==> config.mk <==
export PLATFORM = sky130hd
export DESIGN_NAME = ex_muldiv_unit
export DESIGN_NICKNAME = d
export VERILOG_FILES = /design/src/rtl/ex_muldiv_unit.sv
export SDC_FILE = /design/constraint.sdc
export NUM_CORES = 1
export LEC_CHECK = 0
export BUFFER_PORTS_ARGS = -buffer_cell sky130_fd_sc_hd__buf_2
export CAP_MARGIN = 20
export CORE_AREA = 10 10 146 215
export DETAILED_ROUTE_END_ITERATION = 7
export DIE_AREA = 0 0 156 225
export GPL_TIMING_DRIVEN = 0
export PLACE_DENSITY = 0.81
export SLEW_MARGIN = 0
export SYNTH_ARGS = -nofsm -noshare
export SYNTH_HDL_FRONTEND = slang
export SYNTH_SLANG_ARGS = --single-unit
==> constraint.sdc <==
create_clock -name clk_i -period 6.7 [get_ports clk_i]
set_input_delay 0.335 -clock clk_i [delete_from_list [all_inputs] [get_ports clk_i]]
set_output_delay 0.335 -clock clk_i [all_outputs]
set_load 0.05 [all_outputs]
==> src/rtl/ex_muldiv_unit.sv <==
// Iterative RV32M multiply/divide unit for the EX stage: radix-2 shift-add multiply and
// restoring divide on operand magnitudes, with the sign applied once after the last step.
module ex_muldiv_unit #(
    parameter int XLEN = 32
) (
    input  logic            clk_i,
    input  logic            rst_i,
    input  logic            valid_i,
    input  logic [2:0]      funct3_i,
    input  logic [XLEN-1:0] op_a_i,
    input  logic [XLEN-1:0] op_b_i,
    input  logic [4:0]      rd_i,
    input  logic            flush_i,
    output logic            stall_o,
    output logic            done_o,
    output logic [XLEN-1:0] result_o,
    output logic [4:0]      rd_o
);

    localparam int CW = $clog2(XLEN);
    localparam logic [CW-1:0] LAST = CW'(XLEN - 1);

    typedef enum logic [1:0] {IDLE, BUSY, DONE} state_t;

    state_t          state;
    logic [CW-1:0]   count;

    logic [2:0]      funct3_q;
    logic [4:0]      rd_q;
    logic            neg_q;
    logic [XLEN-1:0] opd_q;
    logic [XLEN-1:0] acc_hi;
    logic [XLEN-1:0] acc_lo;

    function automatic logic [XLEN-1:0] magnitude(input logic [XLEN-1:0] v, input logic neg);
        return neg ? (~v + 1'b1) : v;
    endfunction

    // Products are negated as a full 2*XLEN value; quotient and remainder independently.
    function automatic logic [XLEN-1:0] sign_fix(input logic [2:0] f3, input logic neg,
                                                 input logic [XLEN-1:0] hi,
                                                 input logic [XLEN-1:0] lo);
        logic [2*XLEN-1:0] prod;
        logic [XLEN-1:0]   res;
        prod = {hi, lo};
        if (neg) prod = -prod;
        case (f3)
            3'b000:                res = prod[XLEN-1:0];
            3'b001, 3'b010, 3'b011: res = prod[2*XLEN-1:XLEN];
            3'b100, 3'b101:        res = neg ? -lo : lo;
            default:               res = neg ? -hi : hi;
        endcase
        return res;
    endfunction

    logic signed [XLEN-1:0] a_s, b_s;
    logic            a_signed, b_signed, a_neg, b_neg, is_div, neg_sel;
    logic [XLEN-1:0] abs_a, abs_b;
    logic            div_zero, div_ovf, fast;
    logic [XLEN-1:0] fast_res;

    assign a_s      = op_a_i;
    assign b_s      = op_b_i;
    assign is_div   = funct3_i[2];
    assign a_signed = (funct3_i != 3'b011) && (funct3_i != 3'b101) && (funct3_i != 3'b111);
    assign b_signed = (funct3_i == 3'b000) || (funct3_i == 3'b001) ||
                      (funct3_i == 3'b100) || (funct3_i == 3'b110);
    assign a_neg    = a_signed && (a_s < 0);
    assign b_neg    = b_signed && (b_s < 0);
    assign abs_a    = magnitude(op_a_i, a_neg);
    assign abs_b    = magnitude(op_b_i, b_neg);
    // REM takes the dividend's sign; everything else takes the XOR of operand signs.
    assign neg_sel  = (is_div && funct3_i[1]) ? a_neg : (a_neg ^ b_neg);

    assign div_zero = is_div && (op_b_i == '0);
    assign div_ovf  = is_div && !funct3_i[0] && (op_a_i == {1'b1, {(XLEN-1){1'b0}}}) &&
                      (op_b_i == '1);
    assign fast     = div_zero || div_ovf;
    assign fast_res = div_zero ? (funct3_i[1] ? op_a_i : '1)
                               : (funct3_i[1] ? '0 : op_a_i);

    logic [XLEN:0]   mul_sum;
    logic [XLEN:0]   div_shift;
    logic [XLEN-1:0] div_diff;
    logic            div_fits;
    logic [XLEN-1:0] hi_nxt, lo_nxt;

    assign mul_sum   = {1'b0, acc_hi} + {1'b0, (acc_lo[0] ? opd_q : '0)};
    assign div_shift = {acc_hi, acc_lo[XLEN-1]};
    assign div_fits  = div_shift >= {1'b0, opd_q};
    assign div_diff  = div_shift[XLEN-1:0] - opd_q;

    always_comb begin
        hi_nxt = mul_sum[XLEN:1];
        lo_nxt = {mul_sum[0], acc_lo[XLEN-1:1]};
        if (funct3_q[2]) begin
            hi_nxt = div_fits ? div_diff : div_shift[XLEN-1:0];
            lo_nxt = {acc_lo[XLEN-2:0], div_fits};
        end
    end

    assign stall_o = ((state == IDLE) && valid_i && !flush_i) || (state == BUSY);

    // Control: state, counter and the registered outputs.
    always_ff @(posedge clk_i) begin
        if (!rst_i) begin
            state    <= IDLE;
            count    <= '0;
            done_o   <= 1'b0;
            result_o <= '0;
            rd_o     <= '0;
        end else if (flush_i) begin
            state  <= IDLE;
            count  <= '0;
            done_o <= 1'b0;
        end else begin
            case (state)
                IDLE: begin
                    done_o <= 1'b0;
                    count  <= '0;
                    if (valid_i) begin
                        if (fast) begin
                            result_o <= fast_res;
                            rd_o     <= rd_i;
                            done_o   <= 1'b1;
                            state    <= DONE;
                        end else begin
                            state <= BUSY;
                        end
                    end
                end
                BUSY: begin
                    count <= count + 1'b1;
                    if (count == LAST) begin
                        result_o <= sign_fix(funct3_q, neg_q, hi_nxt, lo_nxt);
                        rd_o     <= rd_q;
                        done_o   <= 1'b1;
                        state    <= DONE;
                    end
                end
                default: begin
                    done_o <= 1'b0;
                    state  <= IDLE;
                end
            endcase
        end
    end

    // Datapath: operands captured while idle, one iteration per busy cycle.
    always_ff @(posedge clk_i) begin
        if (state == IDLE) begin
            funct3_q <= funct3_i;
            rd_q     <= rd_i;
            neg_q    <= neg_sel;
            acc_hi   <= '0;
            opd_q    <= is_div ? abs_b : abs_a;
            acc_lo   <= is_div ? abs_a : abs_b;
        end else if (state == BUSY) begin
            acc_hi <= hi_nxt;
            acc_lo <= lo_nxt;
        end
    end

endmodule

# [Yosys cells after proc, flatten, opt, wreduce, memory -nomap -nowiden]
# Cells that the tools add are included.
[op_classes] n_addsub=8 order_cmp=3 n_eq_ne=18 mux=35 bitwise=5 reduce_logical=28
[op_table] op="$mux W32" n=18
[op_table] op="$pmux W32 S3" n=1
[op_table] op="$add A32 B1 Y32 const B" n=2
[op_table] op="$eq A32 B32 Y1 const B" n=2
[op_table] op="$lt A32 B1 Y1 const B" n=2
[op_table] op="$mux W64" n=1
[op_table] op="$neg A32 Y32" n=2
[op_table] op="$neg A64 Y64" n=1
[op_table] op="$not A32 Y32" n=2
[op_table] op="$pmux W32 S2" n=1
[op_table] op="$add A32 B32 Y33" n=1
[op_table] op="$ge A33 B32 Y1" n=1
[op_table] op="$logic_not A32 Y1" n=1
[op_table] op="$sub A32 B32 Y32" n=1
[op_table] op="$pmux W5 S2" n=2
[op_table] op="$mux W5" n=3
[op_table] op="$eq A3 B3 Y1 const B" n=4
[op_table] op="$logic_and A1 B1 Y1" n=11
[op_table] op="$eq A3 B1 Y1 const B" n=2
[op_table] op="$eq A3 B2 Y1 const B" n=2
[op_table] op="$logic_not A3 Y1" n=2
[op_table] op="$mux W2" n=3
[op_table] op="$ne A3 B3 Y1 const B" n=2
[op_table] op="$add A5 B1 Y5 const B" n=1
[op_table] op="other kinds (18)" n=29
[totals] ff_bits=150 input_bits=76 wordCells=108

# [Depth between registers and ports, before layout]
[depth] word_depth=8 depth_mapped=22 depth_no_buf=19

# [Least setup slack after synthesis]
# Ideal clock, no wire load.
[synth_path] path_type="flip-flop to flip-flop" startpoint="reg opd_q[6]" endpoint="reg result_o[16]" arrival_ns=4.465 slack_ns=2.097 path_stages_with_launch=19 path_buffers=1 period_less_slack_ns=4.603 path_cell_list="edfxtp_1 -> inv_1 -> ha_1 -> a21o_1 -> a2111o_1 -> nand2_2 -> a41o_4 -> buf_6 -> a31o_4 -> ha_1 -> nand3_1 -> or3_1 -> nor3_2 -> nor2_1 -> or4b_4 -> o21ai_1 -> mux2_2 -> a211oi_1 -> a31oi_1"
[synth_via] elab_chain_cells=8 word_cells_on_any_way=16
[synth_rtl] item="start, declared" line="31" source="logic [XLEN-1:0] opd_q;"
[synth_rtl] item="start signal, assigned" line="156" source="opd_q <= is_div ? abs_b : abs_a;"
[synth_rtl] item="$mux W32, or another cell as far along" line="88" source="assign mul_sum = {1'b0, acc_hi} + {1'b0, (acc_lo[0] ? opd_q : '0)};"
[synth_rtl] item="$add A32 B32 Y33 or $mux W32 (tied branches)" line="88, 97"
[synth_rtl] item="$mux W32" line="96" source="if (funct3_q[2]) begin"
[synth_rtl] item="$neg A64 Y64 or $neg A32 Y32 (tied branches)" line="46, 51"
[synth_rtl] item="$mux W64 or $mux W32 (tied branches)" line="46, 51"
[synth_rtl] item="$pmux W32 S3 (*)" line="47" source="case (f3)"
[synth_rtl] item="$mux W32 (*)" line="134" source="if (count == LAST) begin"
[synth_rtl] item="$pmux W32 S2 (*)" line="117" source="case (state)"
[synth_rtl] item="end signal, assigned" line="123" source="result_o <= fast_res;"
[synth_rtl] item="end signal, assigned" line="135" source="result_o <= sign_fix(funct3_q, neg_q, hi_nxt, lo_nxt);"
[synth_rtl] item="end, declared" line="16" source="output logic [XLEN-1:0] result_o,"
# Every way passes the cells marked *; elsewhere a longest branch is shown, timed or not. The select of a mux whose other input is x is not followed.
# A chain may end at the register's enable or synchronous reset.

# [Final worst setup path]
[layout_path] startpoint="reg acc_lo[0]" endpoint="reg result_o[31]"
[layout_via] elab_chain_cells=8 word_cells_on_any_way=13
[layout_rtl] item="start, declared" line="33" source="logic [XLEN-1:0] acc_lo;"
[layout_rtl] item="start signal, assigned" line="157" source="acc_lo <= is_div ? abs_a : abs_b;"
[layout_rtl] item="start signal, assigned" line="160" source="acc_lo <= lo_nxt;"
[layout_rtl] item="$mux W32" line="88"
[layout_rtl] item="$add A32 B32 Y33" line="88"
[layout_rtl] item="$mux W32" line="96"
[layout_rtl] item="$neg A64 Y64, or another cell as far along" line="46" source="if (neg) prod = -prod;"
[layout_rtl] item="$mux W64, or another cell as far along" line="46"
[layout_rtl] item="$pmux W32 S3 (*)" line="47"
[layout_rtl] item="$mux W32 (*)" line="134"
[layout_rtl] item="$pmux W32 S2 (*)" line="117"
# Marked as above.

==> metrics.md <==
| Metric | Value |
|---|---|
| Setup_tns | 0 ps |
| Largest net degree at the start of global routing | 33 |
| Clock power share | 28.4% |
| CTS sink count | 150 |
| Clk root buf | clkbuf_16 |
| Number of synthesized flops with an enable pin | 73 |
| Synth-to-Final Area Change | 10.6% |
| Top-count cell post-synth | nand2_1 |
| Relative max-transition margin | between 20% and 30% |
| Final critical-path setup slack | about 120 ps |
| Final hold vios | 0 |
| Sequential share of power | 29.7% |
| Count of pins over their slew limit | 0 |
| Area leader, netlist | edfxtp_1 |
| Kind of critical path | register to register |
| Warnings from Yosys | 0 |
| Min Tclk post-route | roughly 6600 ps |
| HP Class | input pin to register |
| Core area | 0.0277 mm² |
| H-tree depth | 4 |
| Total track usage | ~45% |
| Max Fclk | between 150 and 200 MHz |
| First-pass GRT wire length | between 100,000 and 150,000 µm |
| DR WL/cell | about 31 µm |
| Area occupied by multi-input gates | approximately 0.012 mm² |
| RSZ-0062 raised after global routing | no |
| Syn Area/Cell | between 7 and 8 µm² |
| Cell Int Power | about 2100 µW |
| Mapped cell area | 0.0163 mm² |
| Final cycle utilization of the critical path | a little over nine tenths |
| Post-Synthesis Cells | around 2,100 |
| Residual DRC count | 2 |
| Failing checks | DRC |
| Antenna cells | 0 |
| Share of the synthesized area in the top cell type | 13.5% |
| Synthesized net count | about 2,300 |
| DRT antenna net count | 0 |
| Status | finished, violations left |
| Clock buffer depth | 2 |
| Net Sw Power | 1650 µW |
| # port buffers | approximately 110 |
| WL final | roughly 80,000 µm |
| Vias in the first global route | 18,400 |
| Hold Buf Count CTS | 0 |
| Clk_skew | between 8 and 9 ps |
| Post-CTS setup buffer count | 0 |
| DR iter-0 viols | between 2,000 and 3,000 |
| Pwr Density | ~210 mW/mm² |
| Final HPWL DP | around 62,000 µm |
| Row cnt | 75 |
| #FFs+latches synth | 150 |
| DR top layer | met5 |
| Die X | 156 µm |
| Die H | about 230 µm |
| Resized Gates After CTS | 0 |
| Ports | approximately 120 |
| Full die area | 0.0351 mm² |
| Met3 WL post-DR | roughly 8400 µm |
| Async SR Flop Fraction | 0% |
| Total CTS buffers | 17 |
| Layout fillers | 2,441 |
| Synth unique cells | about 120 |
| Worst slew pin tran | ~1200 ps |
| Met1 WL | between 20,000 and 30,000 µm |
| WP data arrival | slightly below 7000 ps |
| Skew-Pair Late Insertion Delay | ~460 ps |
| Main flop type after synthesis | dfxtp_1 |
| Sw Ratio | a little over two fifths |
| CTS tree | built |
| DR vias/cell | ~7.3 |
| Worst setup EP type | register |
| Register Area | about 0.0037 mm² |
| CP Launch Type | register |
| Reg clk slew, reported paths | approximately 70 ps |
| Comb power frac | about two fifths |
| Layout cell share with drive strength beyond 1 | about an eighth |
| Commonest cells in the netlist | nand2_1 (250), a21oi_1 (218), nor2_1 (164), o21ai_0 (148), xnor2_1 (84) |
| Worst Path Required | 7020 ps |
| Metal2 WL | around 37,000 µm |
| Routability cong. | 1.19 |
| # setup viols final | 0 |
| Place WS | ~560 ps |
| Final-stage net count | approximately 2,400 |
| Worst VDD drop | ~170 µV |
| Leak pwr | 0.00717 µW |
| Worst-path fanout max | 10 |
| Post-layout util | 65.0% |
| Largest cells by area after synthesis | edfxtp_1 (13%), dfxtp_1 (9.5%), a21oi_1 (6.7%) |
| Drt first pass iters | 8 |
| Initial antenna violation count | 3 |
| DR vias | about 19,000 |
| Seq/Total Area, Yosys | 23.0% |
| Total global routing overflow | 0 |
| Max Cap Viol | 0 |
| Initial Utilization | about three fifths |
critical path: stages (launching register included):
cell,delay (ps)
edfxtp_1,480
clkbuf_1,610
and2_1,230
ha_1,180
inv_1,60
fa_1,380
nor2b_1,250
o2111ai_1,330
a211oi_1,560
nor2_1,260
a21oi_1,240
xnor2_1,130
o211ai_1,750
nand3_1,260
nor2_1,180
nor4b_1,630
nor2_1,150
a211oi_2,590
o41ai_1,150
through the flow:
stage	instance area, µm²	hold slack [ps]	std cells	power [µW]
after floorplan	16300	434	2127	2050
after global placement	17300	442	2587	2560
after detailed placement	17300	444	2589	2580
after CTS	18000	55.8	2621	3630
after global routing	18000	58.9	2624	3870
final	18000	66.1	2624	3790
cells by family after synthesis:
family / synth area share, %
compound gates: 29.5
xor+xnor: 7.87
fa+ha+maj: 5.90
buf+inv: 5.13
flops: 23.0
mux: 5.83
simple gates: 22.8
sequential cells by signal, indices dropped and copies added (netlist names):
signal,flops
acc_hi,32
acc_lo,32
count,5
done_o,1
funct3_q,3
neg_q,1
opd_q,32
rd_o,5
rd_q,5
result_o,32
state,2
layer usage:
| layer | global-route usage, % | up-vias |
|---|---|---|
| met5 | 0 | - |
| met3 | 12.5 | 539 |
| met2 | 72.3 | 1540 |
| met4 | 46.5 | 2 |
| li1 | - | 8188 |
| met1 | 44.6 | 8839 |
path summary, 6_finish.rpt:
check                   start      endpoint  cells past startpoint  slack, ps
hold reg to reg   result_o[9]   result_o[9]                      2        470
setup / recovery    acc_lo[0]  result_o[31]                     18        120
setup reg to reg    acc_lo[0]  result_o[31]                     18        120
hold / removal        rd_i[0]       rd_q[0]                      1         70
power groups by stage:
stage                     sequential [µW]  combinational [µW]  clock (µW)
after CTS                            1120                1450        1060
after global routing                 1130                1650        1100
after detailed placement             1140                1440           0
after floorplan                      1100                 951           0
after global placement               1140                1420           0
final                                1130                1590        1070
layout by cell type, fill, tap and decap left out, drive strengths merged, types with 62 or more instances in the layout:
cell type | netlist | layout
a21oi | 224 | 224
nand2 | 253 | 253
ha | 71 | 71
xor2 | 62 | 62
nor2 | 165 | 165
edfxtp | 73 | 73
inv | 70 | 78
clkbuf | 81 | 102
o21ai | 167 | 167
nor3 | 66 | 66
dfxtp | 77 | 77
buf | 50 | 167
mux2i | 80 | 80
xnor2 | 84 | 84
layout make-up:
class                           instances  share of cell area (%)
Inverter                               71                    1.48
Clock inverter                         13                   0.953
Buffer                                131                    3.16
Multi-Input combinational cell       1775                    65.0
Clock buffer                           19                    2.64
Tap cell                              346                    2.41
Sequential cell                       150                    20.8
Timing Repair Buffer                  119                    3.55
(Power assumes the default switching activity.)
